==> src/rtl/serial_pkg.sv <==
// Shared definitions for the lab serial link (transmitter now, receiver later):
// FSM state encoding, line levels and the even-parity helper.
package serial_pkg;

    localparam logic [2:0] S_IDLE   = 3'd0;
    localparam logic [2:0] S_START  = 3'd1;
    localparam logic [2:0] S_DATA   = 3'd2;
    localparam logic [2:0] S_PARITY = 3'd3;
    localparam logic [2:0] S_STOP   = 3'd4;

    typedef enum logic [2:0] {
        ST_IDLE   = S_IDLE,
        ST_START  = S_START,
        ST_DATA   = S_DATA,
        ST_PARITY = S_PARITY,
        ST_STOP   = S_STOP
    } tx_state_t;

    localparam logic LINE_IDLE = 1'b1;
    localparam logic START_LVL = 1'b0;
    localparam logic STOP_LVL  = 1'b1;

    // Words narrower than 16 bits are zero-extended by the caller.
    function automatic logic even_parity(input logic [15:0] word);
        return ^word;
    endfunction

endpackage

==> src/rtl/serial_tx_bit_timer.sv <==
// Bit-period timer: counts 0..CLKS_PER_BIT-1 on the falling edge and pulses
// tick at terminal count; clr restarts the period.
module bit_timer
    import serial_pkg::*;
#(
    parameter int CLKS_PER_BIT = 4
) (
    input  logic clk,
    input  logic rst,
    input  logic clr,
    output logic tick
);

    localparam int CNT_W = (CLKS_PER_BIT > 1) ? $clog2(CLKS_PER_BIT) : 1;
    localparam logic [CNT_W-1:0] LAST_CNT = CNT_W'(CLKS_PER_BIT - 1);

    logic [CNT_W-1:0] cnt_r;

    // With CLKS_PER_BIT=1 the counter is pinned at 0, so tick is constantly 1.
    assign tick = (cnt_r == LAST_CNT);

    // Period counter, wraps at terminal count.
    always_ff @(negedge clk) begin
        if (rst) begin
            cnt_r <= {CNT_W{1'b0}};
        end else if (clr || tick) begin
            cnt_r <= {CNT_W{1'b0}};
        end else begin
            cnt_r <= cnt_r + CNT_W'(1);
        end
    end

endmodule

==> src/rtl/serial_tx.sv <==
// Serial frame transmitter: start bit, DATA_W data bits LSB-first, optional
// even parity (compiled in with SERIAL_TX_PARITY_EN), stop bit. tx/tx_n registered.
module serial_tx
    import serial_pkg::*;
#(
    parameter int DATA_W       = 8,
    parameter int CLKS_PER_BIT = 4
) (
    input  logic              clk,
    input  logic              rst,
    input  logic [DATA_W-1:0] din,
    input  logic              din_valid,
    output logic              din_ready,
    output logic              tx,
    output logic              tx_n,
    output logic              busy
);

    localparam int IDX_W = (DATA_W > 1) ? $clog2(DATA_W) : 1;
    localparam logic [IDX_W-1:0] LAST_IDX = IDX_W'(DATA_W - 1);

    tx_state_t         state_r;
    tx_state_t         state_nxt_s;
    logic [DATA_W-1:0] shift_r;
    logic [DATA_W-1:0] shift_nxt_s;
    logic [IDX_W-1:0]  idx_r;
    logic [IDX_W-1:0]  idx_nxt_s;
    logic              tx_r;
    logic              tx_n_r;
    logic              busy_r;
    logic              ready_r;
    logic              tx_nxt_s;
    logic              tick_s;
    logic              clr_s;
    logic              accept_s;

    bit_timer #(
        .CLKS_PER_BIT (CLKS_PER_BIT)
    ) u_bit_timer (
        .clk  (clk),
        .rst  (rst),
        .clr  (clr_s),
        .tick (tick_s)
    );

    // ready_r is only ever high in IDLE, so it alone gates acceptance.
    assign accept_s = din_valid && ready_r;
    assign clr_s    = (state_nxt_s != state_r);

`ifdef SERIAL_TX_PARITY_EN
    logic par_r;

    // Parity snapshot of the accepted word, independent of the shifting copy.
    always_ff @(negedge clk) begin
        if (rst) begin
            par_r <= 1'b0;
        end else if (accept_s) begin
            par_r <= even_parity(16'(din));
        end else begin
            par_r <= par_r;
        end
    end
`endif

    // Next state, shift register and bit index.
    always_comb begin
        state_nxt_s = state_r;
        shift_nxt_s = shift_r;
        idx_nxt_s   = idx_r;
        case (state_r)
            ST_IDLE: begin
                if (accept_s) begin
                    state_nxt_s = ST_START;
                    shift_nxt_s = din;
                end else begin
                    state_nxt_s = ST_IDLE;
                end
            end
            ST_START: begin
                if (tick_s) begin
                    state_nxt_s = ST_DATA;
                    idx_nxt_s   = {IDX_W{1'b0}};
                end else begin
                    state_nxt_s = ST_START;
                end
            end
            ST_DATA: begin
                if (tick_s) begin
                    shift_nxt_s = shift_r >> 1;
                    idx_nxt_s   = idx_r + IDX_W'(1);
                    if (idx_r == LAST_IDX) begin
`ifdef SERIAL_TX_PARITY_EN
                        state_nxt_s = ST_PARITY;
`else
                        state_nxt_s = ST_STOP;
`endif
                    end else begin
                        state_nxt_s = ST_DATA;
                    end
                end else begin
                    state_nxt_s = ST_DATA;
                end
            end
`ifdef SERIAL_TX_PARITY_EN
            ST_PARITY: begin
                if (tick_s) begin
                    state_nxt_s = ST_STOP;
                end else begin
                    state_nxt_s = ST_PARITY;
                end
            end
`endif
            ST_STOP: begin
                if (tick_s) begin
                    state_nxt_s = ST_IDLE;
                end else begin
                    state_nxt_s = ST_STOP;
                end
            end
            default: begin
                state_nxt_s = ST_IDLE;
            end
        endcase
    end

    // Line level for the state being entered, so tx is registered yet on time.
    always_comb begin
        tx_nxt_s = LINE_IDLE;
        case (state_nxt_s)
            ST_IDLE:   tx_nxt_s = LINE_IDLE;
            ST_START:  tx_nxt_s = START_LVL;
            ST_DATA:   tx_nxt_s = shift_nxt_s[0];
`ifdef SERIAL_TX_PARITY_EN
            ST_PARITY: tx_nxt_s = par_r;
`endif
            ST_STOP:   tx_nxt_s = STOP_LVL;
            default:   tx_nxt_s = LINE_IDLE;
        endcase
    end

    // State and registered outputs.
    always_ff @(negedge clk) begin
        if (rst) begin
            state_r <= ST_IDLE;
            shift_r <= {DATA_W{1'b0}};
            idx_r   <= {IDX_W{1'b0}};
            tx_r    <= LINE_IDLE;
            tx_n_r  <= ~LINE_IDLE;
            busy_r  <= 1'b0;
            ready_r <= 1'b0;
        end else begin
            state_r <= state_nxt_s;
            shift_r <= shift_nxt_s;
            idx_r   <= idx_nxt_s;
            tx_r    <= tx_nxt_s;
            tx_n_r  <= ~tx_nxt_s;
            busy_r  <= (state_nxt_s != ST_IDLE);
            ready_r <= (state_nxt_s == ST_IDLE);
        end
    end

    assign tx        = tx_r;
    assign tx_n      = tx_n_r;
    assign busy      = busy_r;
    assign din_ready = ready_r;

endmodule

==> config.mk <==
export PLATFORM = sky130hd
export DESIGN_NAME = serial_tx
export DESIGN_NICKNAME = d
export VERILOG_FILES = /design/src/rtl/serial_pkg.sv /design/src/rtl/serial_tx_bit_timer.sv /design/src/rtl/serial_tx.sv
export SDC_FILE = /design/constraint.sdc
export NUM_CORES = 1
export LEC_CHECK = 0
export ABC_AREA = 1
export CAP_MARGIN = 0
export CORE_MARGIN = 2
export CORE_UTILIZATION = 25
export DETAILED_ROUTE_END_ITERATION = 10
export PLACE_DENSITY_LB_ADDON = 0.12
export SYNTH_ARGS = -nofsm -noshare
export SYNTH_HDL_FRONTEND = slang
export SYNTH_SLANG_ARGS = --single-unit
==> constraint.sdc <==
create_clock -name clk -period 2.86 [get_ports clk]
set_clock_uncertainty 0.2 [all_clocks]
set_input_delay 0.572 -clock clk [delete_from_list [all_inputs] [get_ports clk]]
set_output_delay 0.572 -clock clk [all_outputs]
set_load 0.01 [all_outputs]
======== After elaboration in Yosys (flattened, before gate mapping) ========
Cells that the tools add are included.
storage, ports and cells
  output and inout bits ................... 4
  input bits .............................. 11
  word-level logic and storage cells ...... 46
  bits in registers ....................... 20
operators by class
  reduce and logical (&&, ||, !) cells .... 10
  mux-type cells .......................... 13
  eq/ne operators ......................... 11
  add/subtract/negate cells ............... 2
  bitwise gates (word level) .............. 1
operators by type and width
  kind                                                                      count
  8-bit 2-to-1 mux                                                          2
  8-bit case mux with 2 select lines                                        1
  3-bit 2-to-1 mux                                                          5
  3-bit case mux with 4 select lines                                        1
  3-bit by 1-bit equality test with 1-bit output (second input constant)    2
  3-bit by 2-bit equality test with 1-bit output (second input constant)    2
  3-bit equality test (second input constant)                               2
  3-bit logical NOT                                                         2
  3-bit case mux with 2 select lines                                        1
  3-bit AND reduction                                                       2
  2-bit by 1-bit inequality test with 1-bit output (second input constant)  2
  2-bit nonzero test                                                        2
  3-bit by 1-bit adder with 3-bit output (second input constant)            1
  3-bit inequality test                                                     1
  3-bit nonzero test                                                        1
  2-bit by 1-bit adder with 2-bit output (second input constant)            1
  2-bit equality test (second input constant)                               1
  2-bit 2-to-1 mux                                                          1
  2-bit inequality test (second input constant)                             1
  1-bit case mux with 2 select lines                                        1
  2-bit OR reduction                                                        1
  1-bit logical AND                                                         1
  1-bit logical OR                                                          1
  1-bit 2-to-1 mux                                                          1
  1-bit inverter                                                            1

======== Logic depth before layout (Yosys ltp) ========
Gate-level depths: netlist (run 1).
  depth in word-level cells ............... 7
  mapped depth ............................ 8
  mapped depth without buffers ............ 8

======== Cells and area by module ========
Synthesis (run 1) repeated with hierarchy kept, for this count alone.
second synthesis, totals
  cells, all modules ...................... 132
  area, all modules ....................... 933.4 µm²
by module, submodules not included
  module     seq. area each (µm²)  area an instance (µm²)  instances  cells an instance
  serial_tx  360.3                 854.6                   1          122
  bit_timer  40.0                  78.8                    1          10

==> run metrics, run 1 <==
cell count after synthesis 107; critical path cell sequence buf_6; CTS clk-pin slew, worst paths 40 ps; die span in x 62.2 µm; register area share after synthesis 0.473; Post-Syn Area per Cell 7.92 µm²; Ant. Diodes 0; Pleak about 0.56 nW; grt ovf 0; P per Cell Area 541 nW/µm²; status finished with violations; routed via count 852; Crit path arrival time between 2000 and 2500 ps; non-filler cells, final 193; Max Slew Vio Count 0; RSZ-0062 raised after global routing true; CP Class flip-flop to output pin; crit start category flip-flop; total CTS buffers 3; detailed placement HPWL 1280 µm; Hold Path Class flip-flop to flip-flop; Final #Nets 162; pin count of the biggest net entering global routing 12; PortBufs 14; global-route wire length before repair 3340 µm; I/O pin count 15; Initial Util 0.258; final setup fails 4; WL per Instance 9.89 µm; row cnt 21; vias in the first global route 882; top-area cell type share of the netlist area 0.473; TritonCTS clock tree yes; vias per cell 4.41; GP Congestion 0.776; metal3 WL 79 µm; DRT met1 WL 856 µm; Cell Area, Synth 847 µm²; max layer used met4; Bufs and invs on worst path 1; Initial DRT Pass Iterations 4; Yosys top cell by area dfxtp_1; initial antenna violation count 0; area of the core 3280 µm²; root buf cell clkbuf_4; synth top area cells dfxtp_1, nand2_1, a31oi_1, nand4_1, ha_1; Iteration-0 DRC Markers 31; drt drc 0; register bit count reported by yosys 20; Max Fanout on Critical Path 2; Cells after DPL 167; Peak VDD IR around 0.21 mV; crit end category output pin; Max-Cap Viols 0; H-tree depth 1; worst slew pin tran between 300 and 400 ps; Hold Vio Cnt, Final 0; Routed Antenna Nets 0; Tot GR Track Use 0.106; clk_lat worst skew 370 ps; met2 routed WL 944 µm; Routed Wire Length 1910 µm; number of synthesis warnings 0; fraction of layout cells with a size suffix above 1 0.197; synthesis-to-layout area growth 42.1%; relative slew slack 0.792; Final WS setup -138 ps; slowest CP cell dfxtp_2; final instance area 1200 µm²; Distinct cells, synth 19; Sink Count 20; Die Y just over 60 µm; clk buf depth 2; failing checks negative setup slack; delay-heaviest family, CP flip-flops; Critical Path RT 2090 ps; full die area 3870 µm²; placement-stage cell area 1050 µm²; Place WS -580 ps; Critical Path Max Stage Delay 320 ps; Syn Nets 121
-- what timing repair did --
action / CTS / global route
hold buffers: 0 / 0
pin swaps: 1 / 3
endpoints found under the setup margin: 19 / 19
setup buffers: 1 / 2
resized for setup: 20 / 9
-- cells in the mapped netlist --
cell type and number:
nand4_1 7, o21ai_0 2, a21boi_0 1, nand2_2 2, ha_1 3, inv_1 9, nor2_1 3, a31oi_1 7
dfxtp_1 20, nor3_1 3, nand3_2 1, nor2_4 3, buf_1 1, nand3_1 3, nor4_1 1, a21oi_1 7
nand2_1 31, clkbuf_1 1, inv_2 2
-- power by group --
part | internal, mW | total, mW | switching (mW)
sequential | 0.300 | 0.310 | 0.00981
clock | 0.0872 | 0.245 | 0.158
combinational | 0.0475 | 0.0973 | 0.0497
-- state kept, by name (all words and copies together), names as in the netlist --
signal             count
idx_r                  3
shift_r                8
busy                   1
din_ready              1
u_bit_timer.cnt_r      2
tx                     1
state_r                3
tx_n                   1
-- per-layer routing --
layer	global-route usage	vias up
li1	-	442
met5	0	-
met1	0.112	391
met4	0.0694	0
met2	0.163	15
met3	0.0580	4
-- cells by family after synthesis --
| family | share of synthesized area |
|---|---|
| buffers and inverters | 0.0576 |
| flip-flops | 0.473 |
| AO/OA/AOI/OAI | 0.114 |
| adder cells (fa/ha/maj) | 0.0443 |
| AND/OR/NAND/NOR | 0.312 |
-- placed cells by master (no fill, tap or decap), types with 2 or more instances in the layout --
cell and instances:
inv_1 27, dlymetal6s2s_1 2, nand2_2 3, ha_1 3
nor3_1 3, dfxtp_1 18, clkbuf_4 3, dfxtp_2 2
nor2_4 3, nor2_1 3, inv_2 3, nand4_1 7
buf_6 2, buf_4 5, buf_2 2, o21ai_0 2
nand2_1 30, nand3_2 2, clkdlybuf4s50_1 8, a31oi_1 7
a21oi_1 6
-- area by class of cell --
cell class / count / area (µm²)
clock inverters: 21 / 80.1
repair buffers: 19 / 175
fillers: 375 / 2080
well taps: 46 / 57.6
flip-flops and latches: 20 / 403
clock buffers: 3 / 22.5
inverters: 10 / 37.5
multi-input cells: 74 / 428
-- final timing paths --
check	to	cells after the start	slack [ps]	start
min	u_bit_timer.cnt_r[0]	1	230	u_bit_timer.cnt_r[0]
max reg2reg	tx	8	1200	idx_r[0]
max	din_ready	1	-140	din_ready
min reg2reg	u_bit_timer.cnt_r[0]	1	230	u_bit_timer.cnt_r[0]
-- through the flow --
stage           util  total power, mW  hold WS, ps  TNS [ps]
2_1_floorplan      -            0.408          208     -4.37
3_3_place_gp   0.320            0.447          232     -9730
3_5_place_dp   0.320            0.448          233    -10080
4_1_cts        0.350            0.662          239     -2410
5_1_grt        0.366            0.720          258      -689
6_report       0.366            0.652          230      -502
No activity file was read; power rests on OpenSTA's default activity.
==> run 2: changes to the inputs <==
--- a/config.mk
+++ b/config.mk
@@ -8,7 +8,7 @@
 export ABC_AREA = 1
 export CAP_MARGIN = 0
 export CORE_MARGIN = 2
-export CORE_UTILIZATION = 25
+export CORE_UTILIZATION = 50
 export DETAILED_ROUTE_END_ITERATION = 10
 export PLACE_DENSITY_LB_ADDON = 0.12
 export SYNTH_ARGS = -nofsm -noshare
==> run 2 against run 1 <==
- the flow still finishes with violations (negative setup slack)
- setup slack got worse by 2.0 ps
- non-clock buffer count unchanged
- count of clock-buffer cells in the layout unchanged
- critical endpoint unchanged
- highest routed layer unchanged
==> run metrics, run 2 (same netlist as run 1, synthesis figures left out) <==
Peak VDD IR 0.381 mV (was 0.211 mV); Iteration-0 DRC Markers 7 (was 31); Reg area 403 µm² (unchanged); total CTS buffers 3 (unchanged); Hold Crit Endpoint u_bit_timer.cnt_r[0] (unchanged); delay-heaviest family, CP flip-flops (unchanged); WL per Instance 11.9 µm (was 9.89 µm); status finished with violations (unchanged); root buf cell clkbuf_4 (unchanged); I/O pin count 15 (unchanged); Final #Nets 162 (unchanged); Reg with most FFs shift_r (unchanged); Hold Path Class flip-flop to flip-flop (unchanged); Hold Path Origin u_bit_timer.cnt_r[0] (unchanged); max reg flops 8 (unchanged); critical path cell sequence buf_6 (unchanged); Crit path arrival time 2230 ps (about the same); commonest non-fill, non-tap cell in the layout nand2_1 (unchanged); fraction of layout cells with a size suffix above 1 0.178 (was 0.197); Routed Wire Length 1940 µm (was 1910 µm); crit end category output pin (unchanged); Pleak 0.552 nW (was 0.561 nW); slowest CP cell dfxtp_2 (unchanged); Initial DRT Pass Iterations 4 (unchanged); pin count of the biggest net entering global routing 11 (was 12); detailed placement HPWL 1290 µm (was 1280 µm); area of the core 1540 µm² (was 3280 µm²); area of the multi-input gates 410 µm² (was 428 µm²); H-tree depth 1 (unchanged); Routed Antenna Nets 0 (unchanged); die span in x 45.2 µm (was 62.2 µm); Die Y 45.2 µm (was 62.2 µm); Max-Cap Viols 0 (unchanged); fillers 134 (was 375); Critical Path Stages 1 (unchanged); drt drc 0 (unchanged); worst slew pin tran 282 ps (was 311 ps); Sink Count 20 (unchanged); met1 global-route usage 0.201 (was 0.112); GRT Max-Usage Layer met2 (unchanged); global-route wire length before repair 3140 µm (was 3340 µm); Bufs and invs on worst path 1 (unchanged); RSZ-0062 raised after global routing true (unchanged); met2 Use GR 0.374 (was 0.163); most frequent cells in the layout nand2_1, inv_1, dfxtp_1 (unchanged); largest registers shift_r (8), idx_r (3), state_r (3) (unchanged); Critical Path Max Stage Delay 320 ps (about the same); vias in the first global route 877 (was 882); CP Class flip-flop to output pin (unchanged); grt ovf 0 (unchanged); hold path cells 1 (unchanged); routed via count 857 (was 852); GR Layer Usage met3 0.0840 (was 0.0580); row cnt 14 (was 21); clk_lat worst skew 380 ps (was 370 ps); Final WS setup -140 ps (was -138 ps); reg2reg start u_bit_timer.cnt_r[0] (was idx_r[0]); WHS 232 ps (was 230 ps); Ant. Diodes 0 (unchanged); Hold-fix buffers, CTS 0 (unchanged); initial antenna violation count 0 (unchanged); R2R cell count 6 (was 8); setup_tns -483 ps (was -502 ps); P per Cell Area 566 nW/µm² (was 541 nW/µm²); Total Power 0.645 mW (was 0.652 mW); Tot GR Track Use 0.215 (was 0.106); clk buf depth 2 (unchanged); Critical Path RT 2090 ps (about the same); CTS clk-pin slew, worst paths 40 ps (about the same); crit start category flip-flop (unchanged); PortBufs 14 (unchanged); Max Fanout on Critical Path 2 (unchanged); failing checks negative setup slack (unchanged); full die area 2040 µm² (was 3870 µm²); final setup fails 4 (unchanged); synthesis-to-layout area growth 34.6% (was 42.1%); GP Congestion 0.946 (was 0.776); R2R Setup Slk 1260 ps (was 1200 ps); r2r endpoint u_bit_timer.cnt_r[1] (was tx); vias per cell 5.29 (was 4.41); Hold Vio Cnt, Final 0 (unchanged); relative slew slack 0.810 (was 0.792); Max Slew Vio Count 0 (unchanged); TritonCTS clock tree yes (unchanged); Initial Util 0.550 (was 0.258)
-- run 2: layout make-up --
cell class                 instances  area share
tap                               16      0.0176
multi-input combinational         74       0.360
inverter                          10      0.0329
clock buffer                       3      0.0198
sequential                        20       0.353
clock inverter                    20      0.0659
timing repair buffer              19       0.150
-- run 2: worst max path at each step --
stage               slack, ps                   end      start
floorplan                  -2  u_bit_timer.cnt_r[0]  din_valid
global placement         -520                    tx  din_valid
detailed placement       -560  u_bit_timer.cnt_r[1]  din_valid
CTS                      -140             din_ready  din_ready
global route             -170             din_ready  din_ready
finish                   -140             din_ready  din_ready
-- run 2: what timing repair did --
action                                  4_1_cts  5_1_grt
pin swaps                                     3        0
endpoints found under the setup margin       19        6
setup buffers                                 2        0
gates resized for setup                      26        1
-- run 2: power by group --
part / leakage (nW) / internal [mW] / switching (mW)
clock: 0.120 / 0.0852 / 0.155
sequential: 0.164 / 0.300 / 0.0105
combinational: 0.267 / 0.0457 / 0.0486
total: 0.552 / 0.431 / 0.214
-- run 2: per-layer routing --
layer	routed length (µm)	vias up
met1	860	389
met4	31	0
met2	960	24
met5	0	-
met3	82	5
li1	-	439
-- run 2: stage by stage --
stage / instance area [µm²] / worst slack, ps / utilization / instances
after floorplan: 848 / -2.19 / - / 107
after global placement: 1020 / -520 / 0.663 / 138
after detailed placement: 1020 / -556 / 0.663 / 138
after CTS: 1140 / -142 / 0.738 / 162
after global routing: 1140 / -171 / 0.739 / 162
final: 1140 / -140 / 0.739 / 162
==> run 3: changes to the inputs <==
--- a/config.mk
+++ b/config.mk
@@ -11,6 +11,7 @@
 export CORE_UTILIZATION = 50
 export DETAILED_ROUTE_END_ITERATION = 10
 export PLACE_DENSITY_LB_ADDON = 0.12
+export SLEW_MARGIN = 20
 export SYNTH_ARGS = -nofsm -noshare
 export SYNTH_HDL_FRONTEND = slang
 export SYNTH_SLANG_ARGS = --single-unit
==> results of run 3 <==
Final layout, timing and power as in run 2 (identical DEF).
